[config.mk]
export PLATFORM = sky130hd
export DESIGN_NAME = change_dispenser
export DESIGN_NICKNAME = d
export VERILOG_FILES = /design/src/rtl/vending_pkg.sv /design/src/rtl/coin_pulse_timer.sv /design/src/rtl/change_dispenser.sv
export SDC_FILE = /design/constraint.sdc
export NUM_CORES = 1
export LEC_CHECK = 0
export BUFFER_PORTS_ARGS = -buffer_cell sky130_fd_sc_hd__buf_2
export CAP_MARGIN = 20
export CORE_MARGIN = 2
export CORE_UTILIZATION = 35
export DETAILED_ROUTE_END_ITERATION = 8
export HOLD_SLACK_MARGIN = 0.15
export PLACE_DENSITY = 0.51
export SLEW_MARGIN = 20
export SYNTH_ARGS = -nofsm -noshare
export SYNTH_HDL_FRONTEND = slang
export SYNTH_HIERARCHICAL = 1
export SYNTH_SLANG_ARGS = --single-unit
[constraint.sdc]
create_clock -name clock -period 4.9 [get_ports clock]
set_input_delay 0.49 -clock clock [delete_from_list [all_inputs] [get_ports clock]]
set_output_delay 0.49 -clock clock [all_outputs]
set_load 0.1 [all_outputs]
[src/rtl/vending_pkg.sv]
// Shared definitions for the vending change path: coin values, the payout
// state encoding and the default credit width.
package vending_pkg;

    localparam int DEFAULT_CREDIT_W = 8;

    localparam int COIN_5 = 5;
    localparam int COIN_2 = 2;
    localparam int COIN_1 = 1;

    typedef enum logic [2:0] {
        ST_IDLE,
        ST_CHECK,
        ST_SELECT,
        ST_PULSE,
        ST_GAP,
        ST_DONE,
        ST_ERR
    } state_t;

    function automatic int max_int(input int a, input int b);
        return (a > b) ? a : b;
    endfunction

endpackage

[src/rtl/coin_pulse_timer.sv]
// Loadable down-counter shared by the eject pulse and the inter-coin gap.
// 'expired' is high while the count sits at zero.
module coin_pulse_timer #(
    parameter int WIDTH = 4
) (
    input  logic             clock,
    input  logic             reset_n,
    input  logic             load,
    input  logic [WIDTH-1:0] value,
    output logic             expired
);

    logic [WIDTH-1:0] count;

    // Load a new interval, otherwise count down and park at zero.
    always_ff @(posedge clock or negedge reset_n) begin
        if (!reset_n) begin
            count <= '0;
        end else if (load) begin
            count <= value;
        end else if (count != '0) begin
            count <= count - WIDTH'(1);
        end
    end

    assign expired = (count == '0);

endmodule

[src/rtl/change_dispenser.sv]
// Greedy change payout in 5/2/1 coins, one timed solenoid pulse per coin,
// each coin gated by the ejector's ready handshake.
module change_dispenser
    import vending_pkg::*;
#(
    parameter int CREDIT_W     = DEFAULT_CREDIT_W,
    parameter int PULSE_CYCLES = 15000000,
    parameter int GAP_CYCLES   = 15000000
) (
    input  logic                clock,
    input  logic                reset_n,
    input  logic                start,
    input  logic [CREDIT_W-1:0] credit,
    input  logic [CREDIT_W-1:0] price,
    input  logic                coin_ready,
    output logic                eject_5,
    output logic                eject_2,
    output logic                eject_1,
    output logic                busy,
    output logic                done,
    output logic                error,
    output logic [CREDIT_W-1:0] remaining,
    output logic [7:0]          coins_out
);

    localparam int TIMER_W = $clog2(max_int(PULSE_CYCLES, GAP_CYCLES) + 1);

    // The timer holds each state for (load value + 1) cycles before expiring.
    localparam logic [TIMER_W-1:0] PULSE_LOAD = TIMER_W'(PULSE_CYCLES - 1);
    localparam logic [TIMER_W-1:0] GAP_LOAD   = TIMER_W'(GAP_CYCLES - 1);

    localparam logic [CREDIT_W-1:0] C5 = CREDIT_W'(COIN_5);
    localparam logic [CREDIT_W-1:0] C2 = CREDIT_W'(COIN_2);
    localparam logic [CREDIT_W-1:0] C1 = CREDIT_W'(COIN_1);

    state_t               state;
    logic [CREDIT_W-1:0]  credit_q;
    logic [CREDIT_W-1:0]  price_q;
    logic                 timer_load;
    logic [TIMER_W-1:0]   timer_value;
    logic                 timer_expired;
    logic                 pick_coin;

    assign pick_coin = (state == ST_SELECT) && (remaining != '0) && coin_ready;

    // Capture the transaction operands once; later input changes are ignored.
    always_ff @(posedge clock) begin
        if (state == ST_IDLE && start) begin
            credit_q <= credit;
            price_q  <= price;
        end
    end

    // Arm the timer for the pulse when a coin is picked, and for the gap when the pulse ends.
    always_comb begin
        timer_load  = 1'b0;
        timer_value = '0;
        if (pick_coin) begin
            timer_load  = 1'b1;
            timer_value = PULSE_LOAD;
        end else if (state == ST_PULSE && timer_expired) begin
            timer_load  = 1'b1;
            timer_value = GAP_LOAD;
        end
    end

    coin_pulse_timer #(
        .WIDTH (TIMER_W)
    ) u_timer (
        .clock   (clock),
        .reset_n (reset_n),
        .load    (timer_load),
        .value   (timer_value),
        .expired (timer_expired)
    );

    // Payout sequencer with all outputs registered alongside the state.
    always_ff @(posedge clock or negedge reset_n) begin
        if (!reset_n) begin
            state     <= ST_IDLE;
            eject_5   <= 1'b0;
            eject_2   <= 1'b0;
            eject_1   <= 1'b0;
            busy      <= 1'b0;
            done      <= 1'b0;
            error     <= 1'b0;
            remaining <= '0;
            coins_out <= '0;
        end else begin
            done  <= 1'b0;
            error <= 1'b0;
            case (state)
                ST_IDLE: begin
                    if (start) begin
                        coins_out <= '0;
                        busy      <= 1'b1;
                        state     <= ST_CHECK;
                    end
                end
                ST_CHECK: begin
                    if (credit_q < price_q) begin
                        remaining <= '0;
                        busy      <= 1'b0;
                        error     <= 1'b1;
                        state     <= ST_ERR;
                    end else begin
                        remaining <= credit_q - price_q;
                        state     <= ST_SELECT;
                    end
                end
                ST_SELECT: begin
                    if (remaining == '0) begin
                        busy  <= 1'b0;
                        done  <= 1'b1;
                        state <= ST_DONE;
                    end else if (coin_ready) begin
                        // Largest coin that fits gives the minimum count for {5,2,1}.
                        if (remaining >= C5) begin
                            eject_5   <= 1'b1;
                            remaining <= remaining - C5;
                        end else if (remaining >= C2) begin
                            eject_2   <= 1'b1;
                            remaining <= remaining - C2;
                        end else begin
                            eject_1   <= 1'b1;
                            remaining <= remaining - C1;
                        end
                        if (coins_out != 8'hFF) begin
                            coins_out <= coins_out + 8'd1;
                        end
                        state <= ST_PULSE;
                    end
                end
                ST_PULSE: begin
                    if (timer_expired) begin
                        eject_5 <= 1'b0;
                        eject_2 <= 1'b0;
                        eject_1 <= 1'b0;
                        state   <= ST_GAP;
                    end
                end
                ST_GAP: begin
                    if (timer_expired) begin
                        state <= ST_SELECT;
                    end
                end
                ST_DONE: begin
                    state <= ST_IDLE;
                end
                ST_ERR: begin
                    state <= ST_IDLE;
                end
                default: begin
                    state <= ST_IDLE;
                end
            endcase
        end
    end

endmodule

==> run summary <==
The worst endpoint data arrival time is 3.53 ns. The internal power is 1.67 mW. The number of sinks driven by the clock tree came out at 65. Net switching is 49.5% of the power. The netlist area before placement is 3990 µm². The critical path in this run is classified as reg2reg. The number of global-route vias before repair was 3118. The leakage power summed over all cells came out at 1.95 nW. Traced cell by cell, the critical path runs through nor4_4 > nand3_2 > nor2_2 > nand3_1 > nand2_1 > inv_1 > o211a_1 > a211o_1. The average wire per standard cell is 15.1 µm. The worst setup path is captured at a flop. The count of unique library cells instantiated by Yosys came out at 71.

The worst path setup slack after routing is 1.58 ns. The maximum buffer depth of the clock tree came out at 2. On the worst path, the slowest cell contributes a delay of 0.54 ns. The worst-case setup slack after placement is 1.59 ns.

The number of pins with negative max-slew slack in the final report is 0. Once detail routing completed, the nets flagged for antenna violations numbered 0. The largest area contributor in the synthesized netlist is sky130_fd_sc_hd__dfrtp_1. The average footprint of a synthesized cell is 9.68 µm². The global-route congestion overflow total came out at 0. The final design instance area without fill is 4630 µm². The clock network accounts for 18.8% of the total power. The number of vias per cell after detailed routing is 5.26. The final number of setup-violating endpoints came out at 0. The number of enable flip-flop cells after synthesis is 16. The die width is 111 µm. The total detailed-routing wirelength came out at 9.13 mm.

The fraction of synthesized cell area taken by the top area cell type is 30.8%. At the later pin of the worst-skew pair, clock insertion delay measures 0.33 ns. The register area share after synthesis came out at 42.8%. The number of search-and-repair iterations in the first detailed-routing pass is 4.

Final hold analysis gives a worst-case slack of 0.285 ns. The total routing usage reported by global routing is 15.4%. The run finished with clean final reports. The area added between synthesis and finish is 16.2%. In the synthesized netlist the dominant register cell turns out to be sky130_fd_sc_hd__dfrtp_1. Combinational cells account for 50.9% of the total power. The initial detailed-routing violation count is 108. The proportion of synthesized flip-flops having asynchronous set or reset is 75.4%. The count of input and output buffers came out at 41. The required time of the critical path is 5.11 ns. The tightest min-delay check is of the in2async type. The sequential share of power came out at 30.3%.

The number of diodes is 0. The final worst clock skew is 0.00702 ns. The count of instances resized after the clock tree is built is 0. The hold-fix buffer count after cts is 0. The maximum number of pins on one net before global-route repair is 50. The fmax came out at 0.301 GHz. Clock-pin slew was measured on the worst setup and hold paths at 0.05 ns. The die boundary height is 111 µm. The placeable core region came out at 11000 µm². The total DRC errors in the routed layout is 0. The setup fix buffers added after clock tree synthesis came out at 0. The number of nets in the finished design is 501. The cell area after placement came out at 4350 µm².

After legalization and detailed placement, the total HPWL measured 6.63 mm. Setup total negative slack on the finished layout was measured at 0 ns. In this run, synthesis produced a sequential element count of 65. The warning count from the yosys run is 6. Setup repair after global routing left no endpoint under its margin. The global placement routability congestion is 0.788. The initial antenna violation count came out at 0. The CTS buffer count is 9.

The initialized floorplan defines 38 standard-cell rows. The total power divided by cell area came out at 714 nW/µm². The detailed router placed 3188 vias in this run. The critical path launch point type is a flop. The post-synthesis cell count is 412.

The count of H-tree levels built during CTS came out at 3. At the pin with the least slew margin, the transition time is 0.713 ns. The fraction of final layout cells sized beyond drive strength 1 came out at 18.7%.

Dividing the final minimum period by the clock period gives 67.7%. The TritonCTS clock tree is yes. The count of endpoints failing hold in the final timing report is 0.

After synthesis, the cell types taking the most area are sky130_fd_sc_hd__dfrtp_1 31%, sky130_fd_sc_hd__edfxtp_1 12%, sky130_fd_sc_hd__ha_1 6.0%. The maximum VDD drop came out at 0.404 mV. The utilization of the core after routing came out at 42.2%. In this run the clock root is driven by a sky130_fd_sc_hd__clkbuf_16. The worst relative slew slack came out at 51.8%. Across the run, the number of max-cap violations was 0. The initial utilization of the core area, before any placement, comes to 36.3%.

The net load switching power came out at 1.64 mW. The number of top-level pins came out at 42. The die footprint came out at 12300 µm². The global-route wire length before repair is 15.5 mm. The cell with the biggest individual delay on the critical path is sky130_fd_sc_hd__nor2_2. The worst reg-to-reg setup slack came out at 1.58 ns. The maximum fanout along the worst path is 24.

The final critical-path required period came out at 3.32 ns.
synth_stat cells (6+ instances only):
cell type and n:
sky130_fd_sc_hd__ha_1 19, sky130_fd_sc_hd__a211oi_1 7, sky130_fd_sc_hd__inv_1 18, sky130_fd_sc_hd__xor2_1 13
sky130_fd_sc_hd__nand3_1 13, sky130_fd_sc_hd__o21ai_0 31, sky130_fd_sc_hd__clkbuf_1 7, sky130_fd_sc_hd__dfrtp_1 49
sky130_fd_sc_hd__nor4_1 7, sky130_fd_sc_hd__a22o_1 7, sky130_fd_sc_hd__nand2_1 40, sky130_fd_sc_hd__nor2_1 30
sky130_fd_sc_hd__edfxtp_1 16, sky130_fd_sc_hd__xnor2_1 11, sky130_fd_sc_hd__a21oi_1 21, sky130_fd_sc_hd__or3_1 6
sky130_fd_sc_hd__nor3_1 10
registers in the layout (all words and copies together), names as in the netlist:
name	cells
error	1
coins_out	8
busy	1
eject_2	1
eject_5	1
done	1
u_timer/count	24
price_q	8
eject_1	1
state	3
credit_q	8
remaining	8
stage by stage:
step,power (mW),cells
after floorplan,2.35,420
after global placement,2.69,590
after detailed placement,2.70,590
after CTS,3.34,606
after global routing,3.56,606
final,3.31,606
worst paths after layout:
kind | endpoint | cells after the start | from
setup / recovery | u_timer/count[20] | 8 | u_timer/count[6]
hold / removal | u_timer/count[3] | 2 | reset_n
setup reg to reg | u_timer/count[20] | 8 | u_timer/count[6]
hold reg to reg | busy | 1 | busy
max in group asynchronous | done | 2 | reset_n
min in group clock | price_q[7] | 1 | price[7]
metal layers:
layer  routed length, µm  GRT usage, %  vias up
li1                    -             -     1598
met1                4190          20.0     1524
met2                4510          25.5       58
met3                 331          3.99        8
met4                 100          4.42        0
met5                   0             0        -
cell families after synthesis:
kind of cell	synth area share (%)
buffers and inverters	3.64
other	0.0941
xor gates and xnor gates	5.27
muxes	1.35
adders and majority gates	6.47
DFF	42.8
AOI/OAI and AO/OA	19.8
and+or+nand+nor	20.6
power by group through the flow:
stage	combinational, mW	sequential [mW]	clock [mW]
after floorplan	1.00	1.35	0
after global routing	1.86	1.03	0.662
after detailed placement	1.69	1.01	0
after CTS	1.70	1.00	0.639
after global placement	1.68	1.00	0
final	1.68	1.00	0.622
critical path, delay by kind of cell (launching register included):
family          cells  cell delay, ns
buf+inv             1            0.26
flops               1            0.43
compound gates      2            0.43
simple gates        5            2.08
layout by cell type (no fill, tap or decap), types with 10 or more instances in the layout:
master                     netlist  routed
sky130_fd_sc_hd__a21oi_1        21      21
sky130_fd_sc_hd__nor3_1         10      10
sky130_fd_sc_hd__xnor2_1        11      11
sky130_fd_sc_hd__dfrtp_1        49      49
sky130_fd_sc_hd__o21ai_0        31      31
sky130_fd_sc_hd__xor2_1         13      13
sky130_fd_sc_hd__buf_2           5      41
sky130_fd_sc_hd__edfxtp_1       16      16
sky130_fd_sc_hd__ha_1           19      19
sky130_fd_sc_hd__nand2_1        40      40
sky130_fd_sc_hd__nand3_1        13      13
sky130_fd_sc_hd__nor2_1         30      30
sky130_fd_sc_hd__inv_1          18      18
layout make-up:
cell class,count,area [µm²]
flip-flops and latches,65,1710
repair buffers,44,228
clock buffers,9,225
fillers,1086,6350
clock inverters,7,61.3
multi-input cells,322,2160
well taps,140,175
inverters,19,71.3
(Power assumes the default switching activity.)
